$ cat config.mk
export PLATFORM = sky130hd
export DESIGN_NAME = core_run_ctrl
export DESIGN_NICKNAME = d
export VERILOG_FILES = /design/src/rtl/core_run_ctrl.sv
export SDC_FILE = /design/constraint.sdc
export NUM_CORES = 1
export LEC_CHECK = 0
export ABC_AREA = 1
export ABC_CLOCK_PERIOD_IN_PS = 2000
export CORE_MARGIN = 2
export CORE_UTILIZATION = 55
export DETAILED_ROUTE_END_ITERATION = 10
export PLACE_DENSITY = 0.81
export SLEW_MARGIN = 20
export SYNTH_ARGS = -nofsm -noshare
export SYNTH_HDL_FRONTEND = slang
export SYNTH_SLANG_ARGS = --single-unit
export TNS_END_PERCENT = 20
$ cat constraint.sdc
create_clock -name i_clk -period 2 [get_ports i_clk]
set_input_delay 0.2 -clock i_clk [delete_from_list [all_inputs] [get_ports i_clk]]
set_output_delay 0.2 -clock i_clk [all_outputs]
set_load 0.005 [all_outputs]
$ cat src/rtl/core_run_ctrl.sv
// Run controller: programmable core-clock divider, core launch,
// busy/done/timeout aggregation and run-length measurement.
module core_run_ctrl #(
    parameter int NUM_CORES   = 2,
    parameter int DIV_WIDTH   = 4,
    parameter int DEFAULT_DIV = 4,
    parameter int CYC_WIDTH   = 32,
    parameter int TIMEOUT     = 16
) (
    input  logic                 i_clk,
    input  logic                 i_rst_n,
    input  logic                 i_start,
    input  logic [DIV_WIDTH-1:0] i_div_sel,
    input  logic [NUM_CORES-1:0] i_core_busy,
    output logic                 o_core_clk,
    output logic                 o_core_ce,
    output logic [NUM_CORES-1:0] o_core_start,
    output logic                 o_busy,
    output logic                 o_done,
    output logic                 o_timeout,
    output logic [CYC_WIDTH-1:0] o_cycles
);

    localparam int TW = $clog2(TIMEOUT + 1);

    typedef enum logic [2:0] {
        S_IDLE,
        S_LAUNCH,
        S_WAIT,
        S_RUN,
        S_DONE,
        S_FAULT
    } state_e;

    logic [DIV_WIDTH-1:0] cnt_q, cnt_d;
    logic [DIV_WIDTH-1:0] div_q, div_d;
    logic [DIV_WIDTH-1:0] n_minus1;
    logic                 half_end;
    logic                 clk_q, clk_d;
    logic                 ce_q, ce_d;
    logic                 start_q, start_d;
    logic                 start_edge;

    state_e               state_q, state_d;
    logic                 launch_q, launch_d;
    logic [TW-1:0]        tcnt_q, tcnt_d;
    logic [NUM_CORES-1:0] core_start_q, core_start_d;
    logic                 busy_q, busy_d;
    logic                 done_q, done_d;
    logic                 timeout_q, timeout_d;
    logic [CYC_WIDTH-1:0] cycles_q, cycles_d;
    logic [CYC_WIDTH-1:0] cycles_inc;

    // Divider: toggle at the end of each half-period, reload ratio there
    always_comb begin
        n_minus1 = (div_q == '0) ? '0 : div_q - DIV_WIDTH'(1);
        half_end = (cnt_q == n_minus1);
        cnt_d    = half_end ? '0 : cnt_q + DIV_WIDTH'(1);
        clk_d    = half_end ? ~clk_q : clk_q;
        div_d    = half_end ? i_div_sel : div_q;
        ce_d     = half_end & ~clk_q;
        start_d  = i_start;
    end

    assign start_edge = i_start & ~start_q;
    assign cycles_inc = (cycles_q == '1) ? cycles_q
                                         : cycles_q + CYC_WIDTH'(1);

    // Run FSM next-state and registered-output logic
    always_comb begin
        state_d      = state_q;
        launch_d     = launch_q;
        tcnt_d       = tcnt_q;
        core_start_d = core_start_q;
        busy_d       = busy_q;
        done_d       = 1'b0;
        timeout_d    = 1'b0;
        cycles_d     = cycles_q;
        unique case (state_q)
            S_IDLE: begin
                if (start_edge) begin
                    state_d      = S_LAUNCH;
                    cycles_d     = '0;
                    core_start_d = '1;
                    busy_d       = 1'b1;
                    launch_d     = 1'b0;
                end
            end
            S_LAUNCH: begin
                if (ce_q) begin
                    cycles_d = cycles_inc;
                    if (launch_q) begin
                        state_d      = S_WAIT;
                        core_start_d = '0;
                        tcnt_d       = '0;
                    end else begin
                        launch_d = 1'b1;
                    end
                end
            end
            S_WAIT: begin
                if (ce_q) begin
                    cycles_d = cycles_inc;
                    if (|i_core_busy) begin
                        state_d = S_RUN;
                    end else if (tcnt_q == TW'(TIMEOUT - 1)) begin
                        state_d   = S_FAULT;
                        timeout_d = 1'b1;
                    end else begin
                        tcnt_d = tcnt_q + TW'(1);
                    end
                end
            end
            S_RUN: begin
                if (ce_q) begin
                    cycles_d = cycles_inc;
                    if (i_core_busy == '0) begin
                        state_d = S_DONE;
                        done_d  = 1'b1;
                    end
                end
            end
            S_DONE, S_FAULT: begin
                state_d = S_IDLE;
                busy_d  = 1'b0;
            end
            default: begin
                state_d      = S_IDLE;
                busy_d       = 1'b0;
                core_start_d = '0;
            end
        endcase
    end

    // Divider and start-edge registers
    always_ff @(posedge i_clk or negedge i_rst_n) begin
        if (!i_rst_n) begin
            cnt_q   <= '0;
            div_q   <= DIV_WIDTH'(DEFAULT_DIV);
            clk_q   <= 1'b0;
            ce_q    <= 1'b0;
            start_q <= 1'b0;
        end else begin
            cnt_q   <= cnt_d;
            div_q   <= div_d;
            clk_q   <= clk_d;
            ce_q    <= ce_d;
            start_q <= start_d;
        end
    end

    // Run FSM state and registered outputs
    always_ff @(posedge i_clk or negedge i_rst_n) begin
        if (!i_rst_n) begin
            state_q      <= S_IDLE;
            launch_q     <= 1'b0;
            tcnt_q       <= '0;
            core_start_q <= '0;
            busy_q       <= 1'b0;
            done_q       <= 1'b0;
            timeout_q    <= 1'b0;
            cycles_q     <= '0;
        end else begin
            state_q      <= state_d;
            launch_q     <= launch_d;
            tcnt_q       <= tcnt_d;
            core_start_q <= core_start_d;
            busy_q       <= busy_d;
            done_q       <= done_d;
            timeout_q    <= timeout_d;
            cycles_q     <= cycles_d;
        end
    end

    assign o_core_clk   = clk_q;
    assign o_core_ce    = ce_q;
    assign o_core_start = core_start_q;
    assign o_busy       = busy_q;
    assign o_done       = done_q;
    assign o_timeout    = timeout_q;
    assign o_cycles     = cycles_q;

endmodule

==> results.toml, run 1 <==
[outcome]
outcome = "finished, final reports clean"

[detailed_routing]
drtAntennaViolNets = 0
vias = 3089
wire_per_inst_um = 12.7
vias_per_cell = 5.19
wl_mm = 7.58
drt-initial-drc-count = 208
drc_errors = 0
dr.pass1.iters = 5

[layout]
nFillCells = 520
fin_area_um2 = 4010
antenna-diode-count = 0
areaGrowthSynthToFinish_pct = 20.7
nets = 532
final_cells = 595
layout-drive-gt1-share_pct = 7.50

[timing]
setup_violations = 0
rsz0062_at_grt = "false"
hold_violations = 0
fin_crit_ps = 1850
fmax_mhz = 540
finClkSkew_ps = 6.90
slew_violations = 0
finalCritPeriodShare_pct = 92.6
worstMarginPinSlew_ps = 500
slew_headroom_pct = 66.7
fin_tns_setup_ps = 0

[clock_tree]
cts_tree = "built"
clk_path_buf_depth = 2
root_buffer = "clkbuf_8"
path_clk_slew_ps = 100
cts_buffers = 5
cts.sinks = 56
htree_levels = 2
clk-insertion-delay-late_ps = 310

[floorplan]
ios = 48
die_h_um = 81.8
initial_core_util_pct = 56.5
fp.dieW_um = 81.8
fp.dieArea_um2 = 6680
rows = 28
core_um2 = 5890

[placement]
numPortBuffers = 47
dp_cells = 585
place_congestion = 0.892
dpl.hpwl_mm = 5.67
place_area_um2 = 3900

[power_and_ir_drop]
finalPower_mw = 4.05
peakVddDrop_mv = 0.835
leakage_nw = 1.79
powerDensity_nw_per_um2 = 1010

[yosys]
ys_warn_count = 0
yosysUniqueCellTypes = 28
synthCells = 463
seq_area_frac_synth_pct = 42.2
synthTopCellsByCount = "nand2_1, nor2_1, dfrtp_1"
synth_ff_type = "dfrtp_1"
yosysMostFrequentCell = "nand2_1"
synth_top_area_share_pct = 41.4
async_reset_ff_share_pct = 100
ys_top_cells_by_area = "dfrtp_1, nand2_1, nor2_1"
synth_area_per_cell_um2 = 7.18
synth_edf_count = 0
synth_area_um2 = 3330
post-synth-top-area-cell = "dfrtp_1"
ys_ff_latch = 56
synth_nets = 476

[critical_path]
regToRegSetupSlack_ps = 150
cp-start-kind = "flip-flop"
endpoint_kind = "flip-flop"
crit_fanout = 12
arrival_ps = 2040
required_ps = 2190
worstSetupPathType = "reg -> reg"
reg2reg_to = "o_cycles[11]$_DFFE_PN0P_"
rr_worst_depth = 9
r2r_start = "o_cycles[0]$_DFFE_PN0P_"

[worst_hold_path]
hold_path_startpoint = "i_start"
hp-class = "in -> reg"
worstHoldEndpoint = "start_q$_DFF_PN0_"
whs_path_depth = 1

[global_route]
antenna_found_initial = 0
gr-total-overflow = 0
grt_max_degree = 39
grtUsageTotal_pct = 23.5
grt_pass1_vias = 2748
grt_pass1_wl_mm = 12.4

[flow_run]
maxCapViolCount = 0
final cells by class:
type                            count  area, µm²  share of cell area [%]
Inverter                           43        161                    4.02
Clock buffer                        5       68.8                    1.71
Timing Repair Buffer               55        553                    13.8
Multi-Input combinational cell    358       1710                    42.6
Clock inverter                      3       21.3                   0.530
Sequential cell                    56       1400                    35.0
Tap cell                           75       93.8                    2.34
worst max-delay path: stages, from the launching register on:
cell and delay, ps:
dfrtp_1 410, ha_2 240, nand2_2 80, nor2_4 140, nand2_4 100, nor2_8 160
nand3b_1 110, nand3_2 150, buf_4 220, o21ai_0 120
how the worst max path moves through the flow:
stage	to	depth (start not counted)	startpoint
2_1_floorplan	o_cycles[15]$_DFFE_PN0P_	9	o_cycles[0]$_DFFE_PN0P_
3_3_place_gp	o_cycles[8]$_DFFE_PN0P_	9	o_cycles[0]$_DFFE_PN0P_
3_5_place_dp	o_cycles[11]$_DFFE_PN0P_	9	o_cycles[1]$_DFFE_PN0P_
4_1_cts	o_cycles[11]$_DFFE_PN0P_	9	o_cycles[1]$_DFFE_PN0P_
5_1_grt	o_cycles[11]$_DFFE_PN0P_	9	o_cycles[0]$_DFFE_PN0P_
6_report	o_cycles[11]$_DFFE_PN0P_	9	o_cycles[0]$_DFFE_PN0P_
state kept, by name, summed over array words and instances, names as in the netlist:
name,count
cnt_q,4
div_q,4
launch_q,1
o_busy,1
o_core_ce,1
o_core_clk,1
o_core_start,1
o_cycles,32
o_done,1
o_timeout,1
start_q,1
state_q,3
tcnt_q,5
layout by cell type, fill, tap and decap left out, drive strengths merged, types with 5 or more instances in the layout:
cell type	count
xor2	14
buf	8
clkdlybuf4s50	46
dfrtp	55
xnor2	8
inv	44
nand3	26
nor2	66
nand4	7
o21ai	37
nand3b	6
clkbuf	5
nand2	181
power by group:
group / internal, mW / total [mW] / switching [mW] / leakage, nW
Combinational: 0.702 / 1.86 / 1.15 / 0.997
Sequential: 1.34 / 1.55 / 0.207 / 0.746
Clock: 0.250 / 0.641 / 0.391 / 0.0445
Total: 2.30 / 4.05 / 1.75 / 1.79
layer usage:
layer / vias to the layer above / GRT usage (%) / part of all wire (%) / wire length [µm]
met5: - / 0 / 0 / 0
met4: 0 / 6.33 / 0.88 / 67
met3: 5 / 2.42 / 3.6 / 270
met2: 67 / 39.8 / 50 / 3770
met1: 1452 / 32.0 / 46 / 3480
li1: 1565 / - / - / -
per-stage QoR:
step / hold slack, ps / util [%] / setup slack [ps]
detailed placement: 191 / 66.3 / 117
global route: 382 / 68.2 / 21.3
floorplan: -95.6 / - / 342
finish: 364 / 68.2 / 147
global placement: 182 / 66.3 / 263
CTS: 360 / 68.0 / 86.9
timing repair:
action                                  CTS  global route
endpoints found under the setup margin    0            13
buffers inserted                          0             1
hold buffers                              1             0
resized for setup                         0             2
hold endpoints to repair                 19             0
cell families (layout without fill, tap and decap cells):
family          Yosys count  count (layout)  share of synthesized area [%]
simple gates            290             290                           37.3
flops                    56              56                           42.2
buf+inv                  49             106                           6.47
compound gates           42              42                           6.73
xor+xnor                 22              22                           5.79
fa+ha+maj                 4               4                           1.50
Power figures use the tool's default switching activity.
==> inputs of run 2 (changes only) <==
--- a/config.mk
+++ b/config.mk
@@ -7,7 +7,6 @@
 export LEC_CHECK = 0
 export ABC_AREA = 1
 export ABC_CLOCK_PERIOD_IN_PS = 2000
-export CORE_MARGIN = 2
 export CORE_UTILIZATION = 55
 export DETAILED_ROUTE_END_ITERATION = 10
 export PLACE_DENSITY = 0.81
==> run 2 against run 1 <==
Effect of this change: critical path depth is the same; count of clock-buffer cells in the layout grew 1; utilization grew 2.3 points; sequential power is essentially flat; critical path type unchanged; via count grew 2.7%; largest cell class unchanged; routed wire length shrank 0.16%.
==> results.toml, run 2 (synthesis results as in run 1) <==
[layout]
nFillCells = 471
final_common_cell = "nand2_1"
largest_reg_flops = 32
areaGrowthSynthToFinish_pct = 20.3
nets = 532
antenna-diode-count = 0
layout-drive-gt1-share_pct = 7.69
layout_common_cells = "nand2_1, nor2_1, dfrtp_1"

[power_and_ir_drop]
cell_internal_pwr_mw = 2.32
finalPower_mw = 4.08
swShare_pct = 43.1
power_switching_mw = 1.75
peakVddDrop_mv = 0.787
seqPwrFrac_pct = 37.8
combinationalPowerShare_pct = 45.8
clock_power_share_pct = 16.4
leakage_nw = 1.78
powerDensity_nw_per_um2 = 1020

[clock_tree]
htree_levels = 2
root_buffer = "clkbuf_8"
path_clk_slew_ps = 110
cts_tree = "built"
cts.sinks = 56
cts_buffers = 5
ctsHoldBuffers = 0
clk-insertion-delay-late_ps = 320
clk_path_buf_depth = 2

[worst_hold_path]
hp-class = "in -> async"

[critical_path]
regToRegSetupSlack_ps = 180
crit_family = "simple AND/OR/NAND/NOR gates"
cp-start-kind = "flip-flop"
r2r_start = "o_cycles[0]$_DFFE_PN0P_"
reg2reg_to = "o_cycles[12]$_DFFE_PN0P_"
rr_worst_depth = 9
worstSetupPathType = "reg -> reg"
slowest_delay_ps = 420
crit_fanout = 13
required_ps = 2200
slowest_stage = "dfrtp_2"
endpoint_kind = "flip-flop"
cp_cell_sequence = "ha_2, nand2_2, nor2_4, nand2_4, nor2_8, nand3b_1, nand3_2, buf_4, o21ai_0"
crit_buf_inv = 1
arrival_ps = 2020

[global_route]
top_usage_layer = "met2"
grt_pass1_vias = 2973
grtUsageTotal_pct = 26.4
grt_pass1_wl_mm = 13.2
antenna_found_initial = 0
globalRouteMet2Util_pct = 44.9
grt_util_met3_pct = 4.23
grt_max_degree = 57
gr-total-overflow = 0
grtUsageMet1_pct = 34.0

[timing]
setup_violations = 0
rsz0062_at_grt = "false"
fmax_mhz = 548
finClkSkew_ps = 7.68
fin_tns_setup_ps = 0
worstMarginPinSlew_ps = 689
fin_crit_ps = 1820
slew_violations = 0
hold_violations = 0
slew_headroom_pct = 54.1
finalCritPeriodShare_pct = 91.2

[detailed_routing]
wire_per_inst_um = 12.8
drt-initial-drc-count = 222
drtAntennaViolNets = 0
vias_per_cell = 5.36
vias = 3172
dr.pass1.iters = 5
drc_errors = 0
wl_mm = 7.57

[outcome]
outcome = "finished, final reports clean"

[floorplan]
ios = 48
initial_core_util_pct = 58.6
fp.dieArea_um2 = 6360
die_h_um = 79.8
rows = 27
core_um2 = 5680
fp.dieW_um = 79.8

[placement]
place_congestion = 0.847
dpl.hpwl_mm = 5.47
numPortBuffers = 47

[flow_run]
maxCapViolCount = 0
-- run 2: cell count changes in the layout (fill, tap and decap cells not counted) --
cell | before | now
clkbuf_8 | 5 | 6
clkinv_2 | 1 | 0
buf_12 | 2 | 1
inv_6 | 1 | 0
buf_4 | 5 | 7
dlygate4sd3_1 | 1 | 0
clkinvlp_4 | 1 | 2
-- run 2: area by class of cell --
class | instances | area, µm² | area share (%)
Timing Repair Buffer | 55 | 538 | 13.4
Multi-Input combinational cell | 358 | 1710 | 42.7
Clock buffer | 6 | 82.6 | 2.06
Sequential cell | 56 | 1400 | 35.1
Clock inverter | 2 | 15.0 | 0.375
Inverter | 43 | 161 | 4.03
Tap cell | 72 | 90.1 | 2.25
-- run 2: worst max path at each step --
stage / slack, ps / from / endpoint / depth (start not counted)
6_report: 180 / o_cycles[0]$_DFFE_PN0P_ / o_cycles[12]$_DFFE_PN0P_ / 9
5_1_grt: 8 / tcnt_q[0]$_DFFE_PN0P_ / tcnt_q[3]$_DFFE_PN0P_ / 10
4_1_cts: 80 / o_cycles[0]$_DFFE_PN0P_ / o_cycles[12]$_DFFE_PN0P_ / 9
3_5_place_dp: 110 / o_cycles[0]$_DFFE_PN0P_ / o_cycles[12]$_DFFE_PN0P_ / 9
3_3_place_gp: 250 / o_cycles[0]$_DFFE_PN0P_ / o_cycles[18]$_DFFE_PN0P_ / 9
2_1_floorplan: 340 / o_cycles[0]$_DFFE_PN0P_ / o_cycles[15]$_DFFE_PN0P_ / 9
-- run 2: per-layer routing --
layer  vias up  routed length (µm)
met2       105                3620
met1      1478                3450
li1       1574                   -
met3        15                 352
met5         -                   0
met4         0                 149
-- run 2: per-stage QoR --
| step | util (%) | setup WS [ps] | hold WS (ps) | instances | instance area (µm²) |
|---|---|---|---|---|---|
| after floorplan | - | 342 | -95.6 | 463 | 3330 |
| after global routing | 70.5 | 8.16 | 81.0 | 592 | 4000 |
| after global placement | 68.6 | 252 | 374 | 583 | 3890 |
| final | 70.5 | 177 | 2.73 | 592 | 4000 |
| after CTS | 70.3 | 79.2 | 42.6 | 591 | 3990 |
| after detailed placement | 68.6 | 110 | 383 | 583 | 3890 |
-- run 2: power by group through the flow --
| stage | clock network, mW | registers [mW] | logic (mW) |
|---|---|---|---|
| after floorplan | 0 | 1.53 | 1.34 |
| after global placement | 0 | 1.55 | 1.77 |
| after detailed placement | 0 | 1.57 | 1.82 |
| after CTS | 0.677 | 1.54 | 1.84 |
| after global routing | 0.729 | 1.57 | 2.10 |
| final | 0.670 | 1.54 | 1.87 |
-- run 2: repair_timing --
action / CTS / global route
resized for setup: 0 / 2
setup endpoints to repair: 0 / 22
setup buffers: 0 / 1
-- run 2: worst register-to-register path, delay by kind of cell (launching register included) --
| kind | cells | cell delay [ps] |
|---|---|---|
| DFF | 1 | 420 |
| buffers and inverters | 1 | 210 |
| and+or+nand+nor | 6 | 740 |
| adders and majority gates | 1 | 240 |
| AOI/OAI and AO/OA | 1 | 100 |
==> inputs of run 3 (changes only) <==
--- a/config.mk
+++ b/config.mk
@@ -6,7 +6,7 @@
 export NUM_CORES = 1
 export LEC_CHECK = 0
 export ABC_AREA = 1
-export ABC_CLOCK_PERIOD_IN_PS = 2000
+export ABC_CLOCK_PERIOD_IN_PS = 1790
 export CORE_UTILIZATION = 55
 export DETAILED_ROUTE_END_ITERATION = 10
 export PLACE_DENSITY = 0.81
==> constraint.sdc (replaced) <==
create_clock -name i_clk -period 1.79 [get_ports i_clk]
set_input_delay 0.179 -clock i_clk [delete_from_list [all_inputs] [get_ports i_clk]]
set_output_delay 0.179 -clock i_clk [all_outputs]
set_load 0.005 [all_outputs]
==> run 3 against run 2 <==
Effect of this change: combinational power grew 27%; die area is the same; via count grew 0.69%; count of clock-buffer cells in the layout grew 1; critical path type unchanged.
==> results.toml, run 3 (synthesis results as in run 1) <==
[floorplan]
die_h_um = 79.8
ios = 48
core_um2 = 5680
fp.dieArea_um2 = 6360
fp.dieW_um = 79.8
initial_core_util_pct = 58.6
rows = 27

[timing]
fmax_mhz = 609
fin_tns_setup_ps = 0
setup_violations = 0
slew_headroom_pct = 71.5
slew_violations = 0
finalCritPeriodShare_pct = 91.7
timing.hold.ws_ps = 322
fin_crit_ps = 1640
worstMarginPinSlew_ps = 427
finClkSkew_ps = 11.3
hold_violations = 0
rsz0062_at_grt = "false"

[layout]
fin_util_pct = 72.4
layout_common_cells = "nand2_1, nor2_1, dfrtp_1"
nets = 543
final_common_cell = "nand2_1"
layout-drive-gt1-share_pct = 10.4
antenna-diode-count = 0
areaGrowthSynthToFinish_pct = 23.6
largest_reg_flops = 32

[flow_run]
maxCapViolCount = 0

[clock_tree]
cts_buffers = 5
htree_levels = 2
clk_path_buf_depth = 2
root_buffer = "clkbuf_8"
path_clk_slew_ps = 100
clk-insertion-delay-late_ps = 320
cts.sinks = 56
cts_tree = "built"

[global_route]
grtUsageTotal_pct = 25.5
antenna_found_initial = 0
grt_pass1_wl_mm = 12.6
gr-total-overflow = 0
grt_pass1_vias = 2793
grt_max_degree = 39

[placement]
dpl.hpwl_mm = 5.51
numPortBuffers = 47
place_congestion = 0.843

[power_and_ir_drop]
clock_power_share_pct = 14.4
swShare_pct = 42.5
seqPwrFrac_pct = 35.9
cell_internal_pwr_mw = 2.75
combinationalPowerShare_pct = 49.7
finalPower_mw = 4.78
leakage_nw = 1.85
peakVddDrop_mv = 1.06
power_switching_mw = 2.03
powerDensity_nw_per_um2 = 1160

[critical_path]
worstSetupPathType = "reg -> reg"
crit_fanout = 6
arrival_ps = 1830
required_ps = 1980
endpoint_kind = "flip-flop"
cp-start-kind = "flip-flop"
regToRegSetupSlack_ps = 150

[worst_hold_path]
hp-class = "in -> reg"

[detailed_routing]
drtAntennaViolNets = 0
wl_mm = 7.66
wire_per_inst_um = 12.7
vias_per_cell = 5.30
drt-initial-drc-count = 226
drc_errors = 0
dr.pass1.iters = 5
vias = 3194

[outcome]
outcome = "finished, final reports clean"
==> run 3: cell types whose count changed in the layout (fill, tap and decap cells not counted), moves of 2 or more <==
cell and change:
dfrtp_1 -3, nor2_2 +2, clkinvlp_4 -2, nor2_1 -2, clkbuf_1 +2, dfrtp_2 +3
buf_4 +8
==> run 3: timing repair <==
action / CTS / global route
hold buffers: 1 / 0
endpoints found under the setup margin: 0 / 25
resized for setup: 0 / 9
endpoints found under the hold margin: 55 / 0
buffers inserted: 0 / 3
==> run 3: layout make-up <==
type | count | area [µm²]
Clock buffer | 7 | 76.3
Clock inverter | 1 | 5.00
Fill cell | 474 | 1560
Inverter | 43 | 161
Multi-Input combinational cell | 358 | 1720
Sequential cell | 56 | 1410
Tap cell | 72 | 90.1
Timing Repair Buffer | 66 | 653
==> run 3: power by group through the flow <==
stage / Sequential [mW] / Combinational (mW) / Clock, mW
floorplan: 1.70 / 1.49 / 0
global placement: 1.72 / 2.08 / 0
detailed placement: 1.73 / 2.15 / 0
CTS: 1.71 / 2.16 / 0.699
global route: 1.75 / 2.66 / 0.733
finish: 1.71 / 2.38 / 0.689
==> run 3: path summary, 6_finish.rpt <==
path | from | end | depth (start not counted)
setup / recovery | tcnt_q[0]$_DFFE_PN0P_ | tcnt_q[3]$_DFFE_PN0P_ | 11
min in group asynchronous | i_rst_n | state_q[1]$_DFFE_PN0P_ | 3
max in group asynchronous | i_rst_n | div_q[2]$_DFFE_PN1N_ | 3
hold reg to reg | o_busy$_DFFE_PN0P_ | o_busy$_DFFE_PN0P_ | 2
setup reg to reg | tcnt_q[0]$_DFFE_PN0P_ | tcnt_q[3]$_DFFE_PN0P_ | 11
hold / removal | i_start | start_q$_DFF_PN0_ | 1
==> run 3: through the flow <==
step	setup slack, ps	instances	instance area (µm²)
after global placement	151	590	3960
after detailed placement	82.2	590	3960
after global routing	5.02	603	4110
after CTS	77.3	599	4050
final	149	603	4110
after floorplan	132	463	3330
==> run 3: routing by layer <==
metal / track usage, % / share of wire, %
met5: 0 / 0
met3: 3.43 / 5.1
met4: 7.14 / 1.3
met1: 34.8 / 44
met2: 42.4 / 49
==> run 3: worst max-delay path, cell delays in order, from the launching register on <==
cell     delay, ps
dfrtp_1        410
ha_2           210
nand2_1         70
nor2_1         100
ha_1           140
inv_1           50
o21ai_0        160
nor2_1          70
nand2_2        120
inv_2           70
nand2_1         50
o21ai_0         70
